File: src/rtl/lrc_pkg.sv
// lrc_pkg: shared definitions for the LRC stream engine.
//   - LRC_XOR / LRC_ADD : mode encodings carried on cfg_mode.
//   - lane_state_t      : per-channel frame state (IDLE / ACTIVE).
//   - lrc_fold          : folds one beat into an accumulator.
//   - lrc_final         : turns an accumulator into the transmitted LRC.
// The functions work on a fixed LRC_MAX_W-bit width so that any DATA_W up to
// that width can share them. Callers zero-extend their operands and truncate
// the result back to DATA_W. XOR, addition and two's-complement negation are
// all correct modulo 2**DATA_W after that truncation.
package lrc_pkg;

  localparam logic LRC_XOR = 1'b0;
  localparam logic LRC_ADD = 1'b1;

  localparam int LRC_MAX_W = 64;

  typedef enum logic {
    LANE_IDLE   = 1'b0,
    LANE_ACTIVE = 1'b1
  } lane_state_t;

  function automatic logic [LRC_MAX_W-1:0] lrc_fold(
    input logic                 mode,
    input logic [LRC_MAX_W-1:0] acc,
    input logic [LRC_MAX_W-1:0] data
  );
    logic [LRC_MAX_W-1:0] r;
    case (mode)
      LRC_XOR: r = acc ^ data;
      LRC_ADD: r = acc + data;
      default: r = acc ^ data;
    endcase
    return r;
  endfunction

  function automatic logic [LRC_MAX_W-1:0] lrc_final(
    input logic                 mode,
    input logic [LRC_MAX_W-1:0] acc
  );
    logic [LRC_MAX_W-1:0] r;
    case (mode)
      LRC_XOR: r = acc;
      LRC_ADD: r = ~acc + LRC_MAX_W'(1);
      default: r = acc;
    endcase
    return r;
  endfunction

endpackage

File: src/rtl/lrc_lane.sv
// lrc_lane: state for one channel of the LRC engine.
// Ports:
//   clk, rst     : clock, synchronous active-high reset
//   acc_en       : a beat for this channel is being accepted this cycle
//   last         : that beat ends the frame
//   data         : beat payload
//   cfg_mode     : XOR(0) / additive(1), used only on the first beat
//   cfg_check    : last beat is a received LRC, used only on the first beat
//   res          : finalised LRC if the current beat were the last one
//   res_len      : data-beat count matching res
//   res_err      : check mismatch matching res
// The res* outputs are combinational views of "what the frame would produce
// if this beat closed it"; the top registers them only on an accepted last beat.
module lrc_lane
  import lrc_pkg::*;
#(
  parameter int DATA_W = 8,
  parameter int LEN_W  = 16
) (
  input  logic              clk,
  input  logic              rst,
  input  logic              acc_en,
  input  logic              last,
  input  logic [DATA_W-1:0] data,
  input  logic              cfg_mode,
  input  logic              cfg_check,
  output logic [DATA_W-1:0] res,
  output logic [LEN_W-1:0]  res_len,
  output logic              res_err
);

  lane_state_t       state, state_nxt;
  logic [DATA_W-1:0] acc;
  logic [LEN_W-1:0]  len;
  logic              mode;
  logic              check;

  logic              eff_mode;
  logic              eff_check;
  logic [DATA_W-1:0] acc_fold;
  logic [LEN_W-1:0]  len_inc;
  logic [DATA_W-1:0] fin_val;

  always_ff @(posedge clk) begin
    if (rst) begin
      state <= LANE_IDLE;
    end else begin
      state <= state_nxt;
    end
  end

  always_comb begin
    state_nxt = state;
    if (acc_en) begin
      state_nxt = last ? LANE_IDLE : LANE_ACTIVE;
    end
  end

  // While IDLE the beat on the bus is the frame's first beat, so its cfg
  // fields apply immediately; afterwards the latched copies are used.
  always_comb begin
    eff_mode  = (state == LANE_IDLE) ? cfg_mode  : mode;
    eff_check = (state == LANE_IDLE) ? cfg_check : check;
    acc_fold  = DATA_W'(lrc_fold(eff_mode, LRC_MAX_W'(acc), LRC_MAX_W'(data)));
    len_inc   = (len == {LEN_W{1'b1}}) ? len : len + LEN_W'(1);
    fin_val   = '0;
    res       = '0;
    res_len   = '0;
    res_err   = 1'b0;
    if (eff_check && last) begin
      // Check beat is not folded and not counted.
      fin_val = DATA_W'(lrc_final(eff_mode, LRC_MAX_W'(acc)));
      res     = fin_val;
      res_len = len;
      res_err = (fin_val != data);
    end else begin
      fin_val = DATA_W'(lrc_final(eff_mode, LRC_MAX_W'(acc_fold)));
      res     = fin_val;
      res_len = len_inc;
      res_err = 1'b0;
    end
  end

  always_ff @(posedge clk) begin
    if (rst) begin
      acc   <= '0;
      len   <= '0;
      mode  <= LRC_XOR;
      check <= 1'b0;
    end else if (acc_en) begin
      if (last) begin
        acc   <= '0;
        len   <= '0;
        mode  <= LRC_XOR;
        check <= 1'b0;
      end else begin
        acc   <= acc_fold;
        len   <= len_inc;
        mode  <= eff_mode;
        check <= eff_check;
      end
    end
  end

endmodule

File: src/rtl/lrc_stream.sv
// lrc_stream: multi-channel longitudinal redundancy check engine.
// Ports:
//   clk, rst              : clock, synchronous active-high reset
//   in_valid/in_ready     : input beat handshake
//   in_data, in_ch        : beat payload and channel id
//   in_last               : final beat of the frame
//   cfg_mode, cfg_check   : frame configuration, sampled on the first beat
//   out_valid/out_ready   : result handshake
//   out_data, out_ch      : computed LRC and its channel
//   out_len               : data beats in the frame (check beat excluded)
//   out_err               : received LRC mismatch (check mode only)
//   bad_ch                : one-cycle pulse after a beat with in_ch >= NUM_CH
// One lrc_lane per channel holds the running state; this level does the
// handshake, channel decode and the single output register.
module lrc_stream
  import lrc_pkg::*;
#(
  parameter int DATA_W = 8,
  parameter int NUM_CH = 2,
  parameter int CH_W   = 1,
  parameter int LEN_W  = 16
) (
  input  logic              clk,
  input  logic              rst,
  input  logic              in_valid,
  output logic              in_ready,
  input  logic [DATA_W-1:0] in_data,
  input  logic [CH_W-1:0]   in_ch,
  input  logic              in_last,
  input  logic              cfg_mode,
  input  logic              cfg_check,
  output logic              out_valid,
  input  logic              out_ready,
  output logic [DATA_W-1:0] out_data,
  output logic [CH_W-1:0]   out_ch,
  output logic [LEN_W-1:0]  out_len,
  output logic              out_err,
  output logic              bad_ch
);

  logic              accept;
  logic              ch_ok;
  logic [NUM_CH-1:0] lane_en;
  logic [DATA_W-1:0] lane_res [NUM_CH];
  logic [LEN_W-1:0]  lane_len [NUM_CH];
  logic [NUM_CH-1:0] lane_err;

  logic [DATA_W-1:0] sel_res;
  logic [LEN_W-1:0]  sel_len;
  logic              sel_err;

  logic              vld_p1;
  logic [DATA_W-1:0] data_p1;
  logic [CH_W-1:0]   ch_p1;
  logic [LEN_W-1:0]  len_p1;
  logic              err_p1;
  logic              bad_p1;

  // Stall only while a result is held and not being taken this cycle.
  assign in_ready = !rst && !(vld_p1 && !out_ready);
  assign accept   = in_valid && in_ready;
  // One extra bit so NUM_CH == 2**CH_W compares correctly.
  assign ch_ok    = ({1'b0, in_ch} < (CH_W + 1)'(NUM_CH));

  for (genvar i = 0; i < NUM_CH; i++) begin : g_lane
    assign lane_en[i] = accept && ch_ok && (in_ch == CH_W'(i));

    lrc_lane #(
      .DATA_W (DATA_W),
      .LEN_W  (LEN_W)
    ) u_lane (
      .clk       (clk),
      .rst       (rst),
      .acc_en    (lane_en[i]),
      .last      (in_last),
      .data      (in_data),
      .cfg_mode  (cfg_mode),
      .cfg_check (cfg_check),
      .res       (lane_res[i]),
      .res_len   (lane_len[i]),
      .res_err   (lane_err[i])
    );
  end

  always_comb begin
    sel_res = '0;
    sel_len = '0;
    sel_err = 1'b0;
    for (int i = 0; i < NUM_CH; i++) begin
      if (in_ch == CH_W'(i)) begin
        sel_res = lane_res[i];
        sel_len = lane_len[i];
        sel_err = lane_err[i];
      end
    end
  end

  // Stage p1: result / bad-channel output register.
  always_ff @(posedge clk) begin
    if (rst) begin
      vld_p1  <= 1'b0;
      data_p1 <= '0;
      ch_p1   <= '0;
      len_p1  <= '0;
      err_p1  <= 1'b0;
      bad_p1  <= 1'b0;
    end else begin
      bad_p1 <= accept && !ch_ok;
      if (accept && ch_ok && in_last) begin
        // in_ready guarantees the old result is absent or leaving now.
        vld_p1  <= 1'b1;
        data_p1 <= sel_res;
        ch_p1   <= in_ch;
        len_p1  <= sel_len;
        err_p1  <= sel_err;
      end else if (out_ready) begin
        vld_p1 <= 1'b0;
      end
    end
  end

  assign out_valid = vld_p1;
  assign out_data  = data_p1;
  assign out_ch    = ch_p1;
  assign out_len   = len_p1;
  assign out_err   = err_p1;
  assign bad_ch    = bad_p1;

endmodule

File: config.mk
export PLATFORM = sky130hd
export DESIGN_NAME = lrc_stream
export DESIGN_NICKNAME = d
export VERILOG_FILES = /design/src/rtl/lrc_pkg.sv /design/src/rtl/lrc_lane.sv /design/src/rtl/lrc_stream.sv
export SDC_FILE = /design/constraint.sdc
export NUM_CORES = 1
export LEC_CHECK = 0
export ABC_AREA = 1
export ABC_CLOCK_PERIOD_IN_PS = 2800
export CAP_MARGIN = 20
export CORE_MARGIN = 4
export CORE_UTILIZATION = 60
export DETAILED_ROUTE_END_ITERATION = 8
export HOLD_SLACK_MARGIN = 0.06
export PLACE_DENSITY = 0.81
export SLEW_MARGIN = 10
export SYNTH_ARGS = -nofsm -noshare
export SYNTH_HDL_FRONTEND = slang
export SYNTH_SLANG_ARGS = --single-unit
File: constraint.sdc
create_clock -name clk -period 2.8 [get_ports clk]
set_clock_uncertainty 0.1 [all_clocks]
set_input_delay 0.56 -clock clk [delete_from_list [all_inputs] [get_ports clk]]
set_output_delay 0.56 -clock clk [all_outputs]
set_load 0.02 [all_outputs]
==> key figures, run 1 <==
Synth
  – Top post-synthesis cells by area: dfxtp_1, nand2_1, inv_1, a21oi_1, nand3_1
  – Main synth FF type: dfxtp_1
  – Post-synthesis cell area: about 6000 sq um
  – Syn avg cell area: 6.30 sq um
  – Area leader, netlist: dfxtp_1
  – Top post-synthesis cells by count: nand2_1, inv_1, a21oi_1, dfxtp_1, nand3_1
  – Syn Nets: 1008
  – Number of enable flip-flop cells after synthesis: 0
  – Cell with the most instances after synthesis: nand2_1
  – Synth warn: 0
  – Register bit total from synthesis: 81
  – Share of the synthesized area in the top cell type: 0.265
  – Ys async rst share: 0
  – Cell count after synthesis: 970
  – Synth cell types: between 40 and 50
  – Sequential fraction of the synthesis area: 0.265

Clock tree
  – Bufs on Longest Clock Path: 2
  – H-Tree Depth: 3
  – Worst-Skew Late Latency: between 0.3 and 0.4 ns
  – Clk sinks: 81
  – Cts bufs inserted: 9
  – Clock slew seen by the registers of the worst setup and hold paths: about 0.090 ns
  – TritonCTS clock tree: done
  – Clock root buffer: clkbuf_8

Critical path
  – CP max stage delay: roughly 0.53 ns
  – Worst r2r src: g_lane[1].u_lane.acc[0]$_SDFFE_PP0P_
  – Worst setup startpoint: in_data[2]
  – WP data arrival: ~2.7 ns
  – CP max stage cell: clkdlybuf4s50_1
  – Critical path type: in2reg
  – Max FO, Critical Path: 6
  – Most frequent CP cell: nand2_1
  – Worst path cell trace: clkdlybuf4s50_1, ha_1, inv_1, nand2_1, nand2_1, nand2_1, nand2_1, inv_1, nand3_4, nor2_2, inv_1, nand3_1, nand2_1, a21oi_1, nand2_1, a21oi_1
  – Crit. End Element: flip-flop
  – Crit start category: primary input
  – Critical Path RT: roughly 3 ns

STA
  – Slew HR: 0.413
  – Fmax: 0.393 GHz
  – Min Tclk post-route: between 2 and 3 ns
  – Final setup vio count: 0
  – Final Hold Vio Count: 0
  – RSZ-0062 raised after global routing: false
  – Worst slew pin tran: about 0.88 ns
  – Pins over their slew limit: 0
  – Final TNS setup: 0 ns
  – Fin crit share: 0.908

GRT
  – All-Layer GR Usage: 0.305
  – First-pass GRT wire length: 28400 um
  – Largest net degree at the start of global routing: 58
  – Number of global-route vias before repair: roughly 6k
  – Initial antenna violation count: 0
  – Congestion Overflow GR: 0

Route
  – Post-route ant nets: 0
  – Vias per cell: around 5.6
  – DRC: 0
  – Drt wl/cell: around 15 um
  – Routed WL: around 17000 um
  – First DRT Iteration DRCs: ~560
  – DR pass1 iterations: 7
  – Vias post-DR: ~6.6k

Status
  – Status: complete, no violations

Placed design
  – Port bufs: 43
  – GP Congestion: between 0.9 and 1
  – Dpl hpwl: 13200 um

Cells and area
  – N_diodes: 0
  – Area Overhead vs Synth: 17.6%
  – Layout cells sized above 1: 0.116
  – Layout net count: 1084
  – Filler Cell Count: ~830

Floorplanning
  – Initial Utilization: 0.619
  – Die Span X: 109 um
  – Core Region: roughly 10000 sq um
  – Die Area: between 10000 and 15000 sq um
  – Num rows: 36
  – Die Y: 109 um
  – Num ports: between 40 and 50

Pwr
  – Leak pwr: 0.00326 uW
  – Worst VDD drop: between 0.0002 and 0.0003 V
  – Cell Pwr Density: about 370 nW/um^2
  – Total Power: roughly 2700 uW

Hold path
  – Hold Path Class: reg2reg
  – Hold Crit Start: g_lane[1].u_lane.check$_SDFFE_PP0P_

Run
  – Number of max-cap violations: 0
==> state kept, by name, indices dropped and copies added (netlist names), 2 cells and up <==
name	flops
g_lane.u_lane.check	2
out_data	8
out_len	16
g_lane.u_lane.acc	16
g_lane.u_lane.len	32
g_lane.u_lane.state	2
g_lane.u_lane.mode	2
==> metal layers <==
layer / global-route usage / wire length [um]
met1: 0.441 / 7880
met2: 0.456 / 7360
met3: 0.0545 / 1790
met4: 0.105 / 398
met5: 0 / 0
==> through the flow <==
| step | instances | worst slack (ns) | hold WS [ns] | area, sq um | util |
|---|---|---|---|---|---|
| 2_1_floorplan | 970 | 0.338 | 0.346 | 6110 | - |
| 3_3_place_gp | 1167 | -0.207 | 0.357 | 6970 | 0.707 |
| 3_5_place_dp | 1167 | -0.312 | 0.365 | 6970 | 0.707 |
| 4_1_cts | 1183 | 0.0981 | 0.379 | 7170 | 0.727 |
| 5_1_grt | 1184 | 0.0414 | 0.416 | 7180 | 0.728 |
| 6_report | 1184 | 0.259 | 0.381 | 7180 | 0.728 |
==> critical path, delay by kind of cell <==
kind | cells | cell delay [ns]
buffers and inverters | 4 | 0.79
and+or+nand+nor | 9 | 0.69
AOI/OAI and AO/OA | 2 | 0.28
adders and majority gates | 1 | 0.43
==> layout make-up <==
type                       count  area (sq um)  share of cell area
tap                          133           166              0.0232
clock buffer                  10           128              0.0178
sequential                    81          1620               0.226
inverter                     123           462              0.0643
multi-input combinational    731          3850               0.537
timing repair buffer         100           883               0.123
clock inverter                 6          67.6             0.00941
==> report_power, final <==
group	internal, uW	switching, uW	total (uW)
clock	416	480	896
sequential	1180	21.9	1200
combinational	240	356	596
==> logic make-up after synthesis <==
group,count (synthesis),synth area share
compound gates,165,0.162
simple gates,506,0.365
buf+inv,158,0.105
fa+ha+maj,22,0.0475
flops,81,0.265
other cells,1,0.000614
xor+xnor,37,0.0543
==> worst paths after layout <==
check,end,slack (ns),depth (start not counted)
min,g_lane[1].u_lane.check$_SDFFE_PP0P_,0.38,2
max,out_data[5]$_SDFFE_PP0P_,0.26,16
max reg2reg,out_data[6]$_SDFFE_PP0P_,0.27,16
min reg2reg,g_lane[1].u_lane.check$_SDFFE_PP0P_,0.38,2
==> placed cells by master, fill, tap and decap left out, types with 25 or more instances in the layout <==
cell / instances
a21oi_1: 81
nand3_1: 77
nand2_1: 313
o21ai_0: 30
nor2_1: 58
clkdlybuf4s50_1: 40
xor2_1: 25
dfxtp_1: 81
inv_1: 116
buf_4: 55
==> repair_timing <==
item	4_1_cts	5_1_grt
resized for setup	0	3
buffers inserted	0	1
endpoints found under the setup margin	0	4
hold buffers	0	0
Power figures use the tool's default switching activity.
==> run 2, diff against run 1 <==
SETUP_SLACK_MARGIN = 0.3   (was unset)
==> run 2 against run 1 <==
First-iteration DRC count is 12% higher. Worst setup slack better by 0.078 ns. Worst hold slack worse by 0.0019 ns. Final cell count is 0.34% higher. Combinational power is 4.5% higher. Critical endpoint is now in_ready. Largest power group unchanged.
==> key figures, run 2 (synthesized netlist as in run 1, its figures left out) <==
Route
  – DRC: 0 (unchanged)
  – Post-route ant nets: 0 (unchanged)
  – Drt wl/cell: 15.2 um (+3.3%)
  – DR pass1 iterations: 7 (unchanged)
  – Vias per cell: 5.63 (+0.50%)
  – Routed WL: 18100 um (+3.7%)
  – Vias post-DR: 6692 (+0.84%)
  – First DRT Iteration DRCs: 623 (+12%)

Cells and area
  – Layout cells sized above 1: 0.137 (+0.0214)
  – Layout net count: 1088 (+0.37%)
  – Leading cell types in the layout, fill and taps excluded: nand2_1, inv_1, a21oi_1, dfxtp_1, nand3_1
  – Multi-input combinational cell area: 3970 sq um (+3.0%)
  – N_diodes: 0 (unchanged)
  – Final non-filler cell total: 1188 (+0.34%)
  – Area Overhead vs Synth: 20.2%
  – Reg area: 1630 sq um (+0.39%)
  – Filler Cell Count: 794 (-4.7%)
  – Largest Register: g_lane.u_lane.len
  – Number of flip-flops in the largest register: 32 (unchanged)
  – Commonest non-fill, non-tap cell in the layout: nand2_1

Placed design
  – Port bufs: 43 (unchanged)
  – Dpl hpwl: 13200 um (unchanged)
  – Worst slack at placement: -0.312 ns (unchanged)
  – Post-placement cell count: 1167 (unchanged)
  – GP Congestion: 0.946 (unchanged)

GRT
  – All-Layer GR Usage: 0.307 (+0.00200)
  – Congestion Overflow GR: 0 (unchanged)
  – Largest net degree at the start of global routing: 58 (unchanged)
  – Initial antenna violation count: 0 (unchanged)
  – Number of global-route vias before repair: 5883 (+0.53%)
  – First-pass GRT wire length: 28500 um (+0.59%)

Floorplanning
  – Core Region: 9860 sq um (unchanged)
  – Num rows: 36 (unchanged)
  – Die Span X: 109 um (unchanged)
  – Die Y: 109 um (unchanged)
  – Initial Utilization: 0.619 (unchanged)
  – Num ports: 45 (unchanged)
  – Die Area: 11900 sq um (unchanged)

Pwr
  – Worst VDD drop: 0.000272 V (-0.13%)
  – Total Power: 2720 uW (+1.0%)
  – Leak pwr: 0.00331 uW (+1.6%)
  – Cell Pwr Density: 370 nW/um^2 (-1.2%)

STA
  – Worst slew pin tran: 0.876 ns (-0.00328 ns)
  – RSZ-0062 raised after global routing: false
  – Slew HR: 0.416 (+0.00219)
  – Fin crit share: 0.880 (-0.0280)
  – Min Tclk post-route: 2.46 ns (-0.0784 ns)
  – Fmax: 0.406 GHz (+3.2%)
  – Final Hold Vio Count: 0 (unchanged)
  – Pins over their slew limit: 0 (unchanged)
  – Final TNS setup: 0 ns (unchanged)
  – Worst setup margin: 0.337 ns (+0.0784 ns)
  – Final setup vio count: 0 (unchanged)

Critical path
  – Crit path buffers/inverters: 3 (-1)
  – CP max stage delay: 0.62 ns (+0.09 ns)
  – Max FO, Critical Path: 2 (-4)
  – Most frequent CP cell: clkdlybuf4s50_1
  – Crit. End Element: output pin
  – Worst path cell trace: clkdlybuf4s50_1, inv_1, a21oi_2, clkdlybuf4s50_1
  – Crit start category: primary input
  – Critical Path RT: 2.14 ns (-0.86 ns)
  – Critical path type: in2out
  – WP data arrival: 1.80 ns (-0.94 ns)
  – CP top delay family: buffers and inverters
  – CP max stage cell: clkdlybuf4s50_1

Clock tree
  – Clock slew seen by the registers of the worst setup and hold paths: 0.09 ns (about the same)
  – Clk sinks: 81 (unchanged)
  – Worst-Skew Late Latency: 0.37 ns (about the same)
  – TritonCTS clock tree: done
  – Bufs on Longest Clock Path: 2 (unchanged)
  – Cts hold-fix bufs: 0 (unchanged)
  – Clock root buffer: clkbuf_8
  – Cts bufs inserted: 9 (unchanged)
  – H-Tree Depth: 3 (unchanged)

Hold path
  – Hold Path Class: reg2reg

Run
  – Number of max-cap violations: 0 (unchanged)

Status
  – Status: complete, no violations
## run 2: cell types whose count changed in the layout (fill, tap and decap cells not counted), moves of 3 or more
cell | before | now
buf_4 | 55 | 58
clkdlybuf4s50_1 | 40 | 35
dfxtp_1 | 81 | 78
ha_1 | 19 | 14
ha_4 | 0 | 5
## run 2: layer usage
metal	wire, um	global-route usage	up-vias
li1	-	-	3312
met1	7800	0.442	2985
met2	7750	0.462	354
met3	2090	0.0568	41
met4	431	0.101	0
met5	0	0	-
## run 2: layout make-up
class	count	area share
clock inverter	6	0.00920
multi-input combinational	731	0.540
inverter	123	0.0629
tap	133	0.0227
sequential	81	0.222
timing repair buffer	104	0.126
clock buffer	10	0.0174
## run 2: repair_timing
item / 4_1_cts / 5_1_grt
buffers inserted: 1 / 3
gates resized for setup: 6 / 30
gates cloned: 0 / 1
endpoints found under the setup margin: 6 / 7
pin swaps: 0 / 11
## run 2: worst register-to-register path, cell delays in order (launching register included)
cell	delay [ns]
dfxtp_4	0.39
ha_4	0.15
fa_2	0.43
inv_2	0.07
nand2_2	0.07
nand2_4	0.07
ha_2	0.17
inv_1	0.05
nor2_1	0.10
nand2_1	0.08
nor2_1	0.10
nand2_1	0.07
a21oi_1	0.15
nor2_1	0.06
nor2_1	0.13
nand2_1	0.08
a21oi_2	0.12
## run 2: final timing paths
kind	startpoint	endpoint	slack, ns	depth (start not counted)
worst max-delay path	out_ready	in_ready	0.34	4
worst min-delay path	g_lane[1].u_lane.check$_SDFFE_PP0P_	g_lane[1].u_lane.check$_SDFFE_PP0P_	0.38	2
worst max register to register	g_lane[1].u_lane.acc[0]$_SDFFE_PP0P_	out_data[6]$_SDFFE_PP0P_	0.34	16
worst min register to register	g_lane[1].u_lane.check$_SDFFE_PP0P_	g_lane[1].u_lane.check$_SDFFE_PP0P_	0.38	2
## run 2: where the power goes
group          internal (uW)  leakage (uW)  total, uW  switching (uW)
clock                    416     0.0000929        895             479
sequential              1180      0.000658       1200            23.3
combinational            253       0.00256        623             370
## run 2: per-stage QoR
step	util	cell area [sq um]	hold slack, ns
after global placement	0.707	6970	0.357
after global routing	0.744	7340	0.420
after CTS	0.730	7200	0.379
after floorplan	-	6110	0.346
after detailed placement	0.707	6970	0.365
final	0.744	7340	0.379
==> run 3, diff against run 2 <==
SLEW_MARGIN = 5   (was 10)
==> results of run 3 <==
Final layout, timing and power as in run 2 (identical DEF).
